===== config.mk =====
export PLATFORM = sky130hd
export DESIGN_NAME = ldtu_gain_select
export DESIGN_NICKNAME = d
export VERILOG_FILES = /design/src/rtl/ldtu_gain_select.sv
export SDC_FILE = /design/constraint.sdc
export NUM_CORES = 1
export LEC_CHECK = 0
export BUFFER_PORTS_ARGS = -buffer_cell sky130_fd_sc_hd__buf_2
export CAP_MARGIN = 20
export CELL_PAD_IN_SITES_DETAIL_PLACEMENT = 1
export CELL_PAD_IN_SITES_GLOBAL_PLACEMENT = 1
export CORE_AREA = 2 2 99 101
export CTS_CLUSTER_SIZE = 12
export DETAILED_ROUTE_END_ITERATION = 6
export DIE_AREA = 0 0 101 103
export MAX_ROUTING_LAYER = met4
export PLACE_DENSITY_LB_ADDON = 0.25
export SLEW_MARGIN = 40
export SYNTH_ARGS = -nofsm -noshare
export SYNTH_HDL_FRONTEND = slang
export SYNTH_SLANG_ARGS = --single-unit
export TNS_END_PERCENT = 30

===== constraint.sdc =====
create_clock -name DCLK_10 -period 3.9 [get_ports DCLK_10]
set_input_delay 0.39 -clock DCLK_10 [delete_from_list [all_inputs] [get_ports DCLK_10]]
set_output_delay 0.39 -clock DCLK_10 [all_outputs]
set_load 0.01 [all_outputs]

===== src/rtl/ldtu_gain_select.sv =====
// ldtu_gain_select: picks gain_10 or gain_1 samples around gain_10 saturation.
// Both streams are delayed by PRE samples. A saturating gain_10 sample can then
// flag the PRE samples before it as well as the POST samples after it.

module ldtu_gain_select #(
    parameter int                  Nbits_12   = 12,
    parameter int                  PRE        = 5,
    parameter int                  POST_SHORT = 8,
    parameter int                  POST_LONG  = 16,
    parameter logic [Nbits_12-1:0] SAT_THR    = 12'hFFF,
    parameter int                  CNT_W      = 16
) (
    input  logic                DCLK_10,
    input  logic                reset_,
    input  logic [Nbits_12-1:0] DATA_gain_10,
    input  logic [Nbits_12-1:0] DATA_gain_01,
    input  logic                win_sel,
    output logic [Nbits_12:0]   DATA_out,
    output logic                sat_active,
    output logic [CNT_W-1:0]    sat_cnt
);

    localparam int CNT_BITS = $clog2(PRE + POST_LONG);
    localparam logic [CNT_BITS-1:0] RELOAD_SHORT = CNT_BITS'(PRE + POST_SHORT - 1);
    localparam logic [CNT_BITS-1:0] RELOAD_LONG  = CNT_BITS'(PRE + POST_LONG - 1);

    logic [Nbits_12-1:0] sr10 [PRE];
    logic [Nbits_12-1:0] sr01 [PRE];
    logic [CNT_BITS-1:0] cnt;
    logic                sat_now;
    logic                sel;
    logic [CNT_BITS-1:0] reload;

    // Saturation is judged on the undelayed sample so the window can reach back PRE samples
    always_comb begin
        sat_now = (DATA_gain_10 >= SAT_THR);
        sel     = sat_now | (cnt != '0);
        reload  = win_sel ? RELOAD_LONG : RELOAD_SHORT;
    end

    // Delay lines for both gain streams; the last tap is what reaches the output
    always_ff @(posedge DCLK_10 or negedge reset_) begin
        if (!reset_) begin
            for (int k = 0; k < PRE; k++) begin
                sr10[k] <= '0;
                sr01[k] <= '0;
            end
        end else begin
            sr10[0] <= DATA_gain_10;
            sr01[0] <= DATA_gain_01;
            for (int k = 1; k < PRE; k++) begin
                sr10[k] <= sr10[k-1];
                sr01[k] <= sr01[k-1];
            end
        end
    end

    // Window counter: reload on every saturated sample, otherwise run down to zero
    always_ff @(posedge DCLK_10 or negedge reset_) begin
        if (!reset_) begin
            cnt <= '0;
        end else if (sat_now) begin
            cnt <= reload;
        end else if (cnt != '0) begin
            cnt <= cnt - 1'b1;
        end
    end

    // Output register: gain_1 tap while the window is open, gain_10 tap otherwise
    always_ff @(posedge DCLK_10 or negedge reset_) begin
        if (!reset_) begin
            DATA_out <= '0;
        end else if (sel) begin
            DATA_out <= {1'b1, sr01[PRE-1]};
        end else begin
            DATA_out <= {1'b0, sr10[PRE-1]};
        end
    end

    // Count windows that open from idle; retriggers inside a window are not new events
    always_ff @(posedge DCLK_10 or negedge reset_) begin
        if (!reset_) begin
            sat_cnt <= '0;
        end else if (sat_now && (cnt == '0) && (sat_cnt != '1)) begin
            sat_cnt <= sat_cnt + 1'b1;
        end
    end

    assign sat_active = DATA_out[Nbits_12];

endmodule


### After elaboration in Yosys (flattened, before gate mapping)

Cells that the tools add are included.

* bits in registers: 154
* bits of input ports: 27
* word-level logic and storage cells: 27

* add/subtract/negate cells: 2
* $lt $le $gt $ge: 1
* eq/ne operators: 1
* muxes and demuxes: 4
* bitwise logic cells: 1
* reductions and logical operators: 5

Operators by type and width (number)
* adder 16 x 1 -> 16 bit (second input constant): 1
* != test 16 bit (second input constant): 1
* two-way mux 5 bit: 3
* two-way mux 13 bit: 1
* greater-or-equal comparator 12 bit (second input constant): 1
* zero test 5 bit: 1
* nonzero test 5 bit: 1
* subtractor 5 x 1 -> 5 bit (second input constant): 1
* logical AND 1 bit: 2
* nonzero test 2 bit: 1
* bitwise OR 1 bit: 1

### Depth between registers and ports, before layout

Gate-level depths: netlist of run 1.

* depth after elaboration: 3
* depth in mapped cells: 8

### Worst setup path after synthesis of run 1

OpenSTA, ideal clock, no wires.

* kind: register to register
* from: reg cnt[0]
* to: reg sat_cnt[13]
* setup time: 0.079 ns
* data arrival time: 2.304 ns
* path slack: 1.517 ns
* cell stages (with the launch flop): 9
* path buffers: 2
* clock period less this slack: 2.383 ns
* path through: dfrtp_1 > inv_1 > ha_1 > or4b_4 > buf_6 > or4_4 > buf_6 > nor4_2 > xor2_1

* word-level cells in the longest chain between the ends: 3

RTL lines
* start, declared: RTL line 29 `logic [CNT_BITS-1:0] cnt;`
* start signal, assigned: RTL line 63 `cnt <= reload;`
* start signal, assigned: RTL line 65 `cnt <= cnt - 1'b1;`
* zero test 5 bit: RTL line 84 `end else if (sat_now && (cnt == '0) && (sat_cnt != '1)) begin`
* logical AND 1 bit (2 in a row): RTL line 84
* end signal, assigned: RTL line 85 `sat_cnt <= sat_cnt + 1'b1;`
* end, declared: RTL line 20 `output logic [CNT_W-1:0] sat_cnt`

No other way between the ends.
A chain may end at the register's enable or synchronous reset.

### Worst setup path in the final report of run 1

* from: reg cnt[0]
* to: reg sat_cnt[1]

The elaborated chain is that of the path after synthesis.

==> results.json, run 1 <==
{
  "hold_start": "DATA_gain_10[5]",
  "htree_levels": 4,
  "final_common_cell": "dfrtp_1",
  "wl_met2_um": 4691,
  "p_comb_share_pct": 7.8,
  "cts_sinks": 154,
  "rsz0062_at_grt": "false",
  "via_count": 2358,
  "synth_fp_nets": 283,
  "cts_tree": "done",
  "synth-edff-count": 0,
  "p_sw_uw": 853.3,
  "reg2reg_depth": 6,
  "switching_share_pct": 23.41,
  "post_cts_buffers": 0,
  "yosys_warnings": 0,
  "setup_viol": 0,
  "critPathRequiredTime_ns": 4.30,
  "power_leakage_nw": 2.728,
  "async_flop_share_pct": 100.0,
  "critPathKind": "flop to flop",
  "slew_violations": 0,
  "timing.final.crit_share_pct": 65.86,
  "drc": 0,
  "fin_nets": 380,
  "cp-end-kind": "flop",
  "critPathLaunchType": "flop",
  "fp.dieW_um": 101,
  "first_pass_iters": 4,
  "dr.max_layer_used": "met4",
  "cts_made_buffers": 17,
  "clock_path_buffers": 2,
  "via_per_inst": 4.933,
  "first_iter_violations": 60,
  "worstMarginPinSlew_ns": 0.7005,
  "met3WireLength_um": 308,
  "gp_congestion": 0.7688,
  "fin_skew_ns": 0.008719,
  "area_growth_pct": 27.51,
  "netlist_area_um2": 4612,
  "grt_pass1_vias": 2591,
  "final_cell_mix": "dfrtp_1, buf_2, dlygate4sd3_1, clkbuf_16, mux2_2",
  "wl_per_cell_um": 18.23,
  "die_h_um": 103,
  "power.share.clock_pct": 43.8,
  "r2r_slack_ns": 1.33,
  "synth_seq_cells": 154,
  "portBuffers": 56,
  "startpoint": "cnt[0]",
  "wl_met1_um": 3549,
  "cap_viol_max_count": 0,
  "num-fill-cells": 882,
  "die_area_um2": 10400,
  "max_freq_mhz": 389.3,
  "antenna_found_initial": 0,
  "crit_path_max_fanout": 11,
  "stdcell_count": 478,
  "syn_avg_cell_area_um2": 18.16,
  "clk_pin_slew_ns": 0.06,
  "dp_hpwl_um": 4897,
  "track_usage_pct": 19.42,
  "ys_types": 30,
  "coreArea_um2": 9459,
  "worstPathArrival_ns": 2.96,
  "power_density_nw_per_um2": 619.8,
  "hold_depth": 1,
  "fin_area_um2": 5881,
  "min_to": "sr10[53]",
  "regToRegStartpoint": "cnt[0]",
  "synth_seq_area_share_pct": 83.56,
  "initial_core_util_pct": 48.76,
  "status": "finished clean",
  "r2r-end": "sat_cnt[1]",
  "synth_cells": 254,
  "grt_max_degree": 76,
  "rows": 36,
  "root_buffer": "clkbuf_8",
  "drive_gt1_share_pct": 31.32,
  "relSlewSlack_pct": 52.87,
  "hold_path_class": "input pin to flop",
  "n_antenna_cell": 0,
  "wirelength_um": 8713,
  "placement.cell_area_um2": 5064,
  "hold_slack_ns": 0.02457,
  "grt_overflow": 0,
  "ios": 57,
  "dp.cells": 423,
  "pwr-share-seq_pct": 48.4,
  "hold_viol_final": 0,
  "grt_pass1_wl_um": 14030,
  "vdd.ir_drop.worst_mv": 0.3270,
  "setup_tns_ns": 0,
  "yosys_most_used_dff": "dfrtp_1",
  "ant_nets": 0,
  "period_needed_ns": 2.569,
  "worstSkewPairLatency_ns": 0.51,
  "p_int_mw": 2.792
}
-- power by group through the flow --
stage                     sequential, mW  combinational [mW]  clock, mW
after floorplan                     1.79               0.139          0
after global placement              1.78               0.251          0
after detailed placement            1.79               0.264          0
after CTS                           1.77               0.288       1.63
after global routing                1.78               0.317       1.71
final                               1.76               0.284       1.60
-- registers in the layout, indices dropped and copies added (netlist names) --
name and cells:
sr01 60, sr10 60, sat_cnt 16, DATA_out 13
cnt 5
-- routing by layer --
metal | vias up | track usage, %
met5 | - | -
met4 | 0 | 8.212
met3 | 15 | 5.017
met2 | 62 | 32.26
met1 | 1231 | 22.70
li1 | 1050 | -
-- per-stage QoR --
stage          setup slack, ns  utilization [%]  power (mW)
4_1_cts                  1.330            62.06       3.679
5_1_grt                  1.268            62.17       3.799
3_3_place_gp             1.420            53.20       2.028
3_5_place_dp             1.342            53.53       2.056
2_1_floorplan            1.517                -       1.933
6_report                 1.331            62.17       3.645
-- synthesized netlist by cell type, types with 3 or more instances --
cell type    n  area share, %
xnor2_1      5           0.95
dfrtp_1    154             84
o21ai_0      3           0.33
nor3_1       7           0.76
nand3_1      7           0.76
nand2_1      8           0.65
mux2_2      13            3.2
nor4_2       5            1.4
inv_1        4           0.33
nor2_1       4           0.33
nand4_1      9            1.2
xor2_1      11            2.1
-- cell families after synthesis --
group / after synthesis / synth area share, %
DFF: 154 / 83.56
AOI/OAI and AO/OA: 7 / 0.9222
and+or+nand+nor: 53 / 7.624
adders and majority gates: 2 / 0.5425
buffers and inverters: 9 / 1.139
muxes: 13 / 3.174
xor gates and xnor gates: 16 / 3.038
-- cell type report --
cell class	count	area, µm²	area share [%]
sequential	154	3854	65.53
multi-input combinational	91	711.9	12.11
timing repair buffer	83	570.5	9.702
clock buffer	19	431.7	7.340
clock inverter	13	155.1	2.638
tap	114	142.6	2.426
inverter	4	15.01	0.2553
-- critical path, cell delays in order, from the launching register on --
cell and delay (ns):
dfrtp_1 0.40, inv_1 0.08, ha_1 0.20, or4b_4 0.53, or4_4 0.68, nor2_1 0.22, mux2_2 0.35
-- worst max-delay path by stage --
stage,to,cells after the start
floorplan,sat_cnt[13],8
finish,sat_cnt[1],6
detailed placement,sat_cnt[1],6
global route,sat_cnt[1],6
CTS,sat_cnt[1],6
global placement,sat_cnt[1],6
-- repair_timing --
action	CTS	global route
resized for setup	0	0
hold buffers	22	1
hold endpoints to repair	72	1
Note: power is estimated with default switching activity, not from simulation.
==> run 2: changes to the inputs <==
Settings changed: ABC_AREA set to 1, CORE_AREA 2 2 99 101 to 2 2 106 108, DIE_AREA 0 0 101 103 to 0 0 108 110.
Clock period 3.9 ns to 2.6 ns, I/O delays scaled along.
==> results.json, run 2 <==
{
  "vdd.ir_drop.worst_mv": 0.4032,
  "clock_path_buffers": 2,
  "cts_sinks": 154,
  "gp_congestion": 0.7598,
  "htree_levels": 4,
  "crit_path_max_fanout": 16,
  "worstPathCellList": "inv_1 > ha_1 > nand2_1 > nor2_2 > nand2_2 > inv_2 > nand2_1 > nand2_1",
  "wirelength_um": 10550,
  "netlist_area_um2": 4818,
  "worstPathArrival_ns": 2.38,
  "fin_area_um2": 6122,
  "final_util_pct": 57.23,
  "ys_types": 24,
  "worstMarginPinSlew_ns": 0.6594,
  "synth_fp_nets": 392,
  "timing.final.crit_share_pct": 74.05,
  "synth_seq_area_share_pct": 79.98,
  "cts_tree": "done",
  "hold_slack_ns": 0.3286,
  "yosys_warnings": 0,
  "cp-end-kind": "flop",
  "cpLargestDelayFamily": "simple AND/OR/NAND/NOR gates",
  "power_density_nw_per_um2": 916.1,
  "relSlewSlack_pct": 56.04,
  "syn_avg_cell_area_um2": 13.27,
  "cap_viol_max_count": 0,
  "slowest_delay_ns": 0.43,
  "dp_hpwl_um": 5966,
  "ios": 57,
  "async_flop_share_pct": 100.0,
  "coreArea_um2": 10700,
  "grt_pass1_vias": 3290,
  "placement.cell_area_um2": 5274,
  "synth-edff-count": 0,
  "n_antenna_cell": 0,
  "setup_tns_ns": 0,
  "final_common_cell": "dfrtp_1",
  "stdcell_count": 614,
  "wl_per_cell_um": 17.18,
  "grt_pass1_wl_um": 17360,
  "final_cell_mix": "dfrtp_1, nand2_1, buf_2, dlygate4sd3_1, nor2_1",
  "synth_common_cells": "dfrtp_1, nand2_1, nor2_1",
  "critPathRequiredTime_ns": 3.06,
  "fp.dieW_um": 108,
  "fin_skew_ns": 0.008969,
  "synth_top_cell_by_area": "dfrtp_1",
  "antenna_found_initial": 0,
  "yosys_most_used_dff": "dfrtp_1",
  "slew_violations": 0,
  "power_leakage_nw": 2.967,
  "first_pass_iters": 6,
  "critPathLaunchType": "flop",
  "ant_nets": 0,
  "rsz0062_at_grt": "false",
  "drive_gt1_share_pct": 21.94,
  "drc": 0,
  "period_needed_ns": 1.925,
  "critPathKind": "flop to flop",
  "synth_seq_cells": 154,
  "grt_max_degree": 77,
  "critPathBufInv": 2,
  "reg_top3": "sr01 (60), sr10 (60), sat_cnt (16)",
  "via_per_inst": 4.674,
  "slowest_stage": "dfrtp_1",
  "area_growth_pct": 27.06,
  "setup_slack_ns": 0.6747,
  "cts_made_buffers": 17,
  "track_usage_pct": 21.00,
  "status": "finished clean",
  "dp.cells": 556,
  "hold_viol_final": 0,
  "grt_overflow": 0,
  "num-fill-cells": 1097,
  "synth_area_leaders": "dfrtp_1, nand2_1, nor2_1",
  "p_total_mw": 5.608,
  "fin_nets": 490,
  "setup_viol": 0,
  "via_count": 2870,
  "worstSkewPairLatency_ns": 0.52,
  "clk_pin_slew_ns": 0.07,
  "die_area_um2": 11880,
  "rows": 38,
  "synth_cells": 363,
  "post_cts_buffers": 0,
  "first_iter_violations": 116,
  "seq_area_um2": 3854,
  "yosysMostFrequentCell": "dfrtp_1",
  "portBuffers": 56,
  "ctsResizeCount": 0,
  "hold_path_class": "input pin to async pin",
  "root_buffer": "clkbuf_8",
  "cp_common_cell": "nand2_1",
  "multi_input_area_um2": 874.6,
  "place_ws_ns": 0.8075,
  "initial_core_util_pct": 45.04,
  "die_h_um": 110,
  "cts.hold.buffers_added": 26,
  "synth.top_cell.area_share_pct": 79.98,
  "max_freq_mhz": 519.4
}
-- run 2: cell type report --
class | count | area share [%]
Sequential cell | 154 | 62.95
Multi-Input combinational cell | 189 | 14.29
Timing Repair Buffer | 84 | 9.381
Clock buffer | 18 | 6.990
Tap cell | 140 | 2.861
Clock inverter | 14 | 2.616
Inverter | 15 | 0.9197
-- run 2: kinds of logic after synthesis --
kind of cell | after synthesis | synth area share (%)
xor+xnor | 9 | 1.636
flops | 154 | 79.98
buf+inv | 20 | 1.870
compound gates | 6 | 0.6749
simple gates | 172 | 15.32
fa+ha+maj | 2 | 0.5193
-- run 2: final timing paths --
path                            depth (start not counted)  slack, ns           to  startpoint
worst max register to register                          8       0.67  DATA_out[0]      cnt[1]
worst min register to register                          0       0.34     sr01[12]    sr01[24]
min in group DCLK_10                                    0       0.34     sr01[12]    sr01[24]
worst min-delay path                                    2       0.33     sr10[32]      reset_
max in group asynchronous                               3       1.51  sat_cnt[10]      reset_
worst max-delay path                                    8       0.67  DATA_out[0]      cnt[1]
-- run 2: layer usage --
metal,GRT usage (%),up-vias,share of wire [%]
li1,-,1322,-
met1,22.83,1471,40
met2,36.70,61,54
met3,5.467,16,3.7
met4,8.974,0,2.0
met5,-,-,0
-- run 2: power breakdown --
part / switching [mW] / internal, mW / total, mW
logic: 0.326 / 0.186 / 0.513
clock network: 1.02 / 1.41 / 2.43
registers: 0.0837 / 2.59 / 2.67
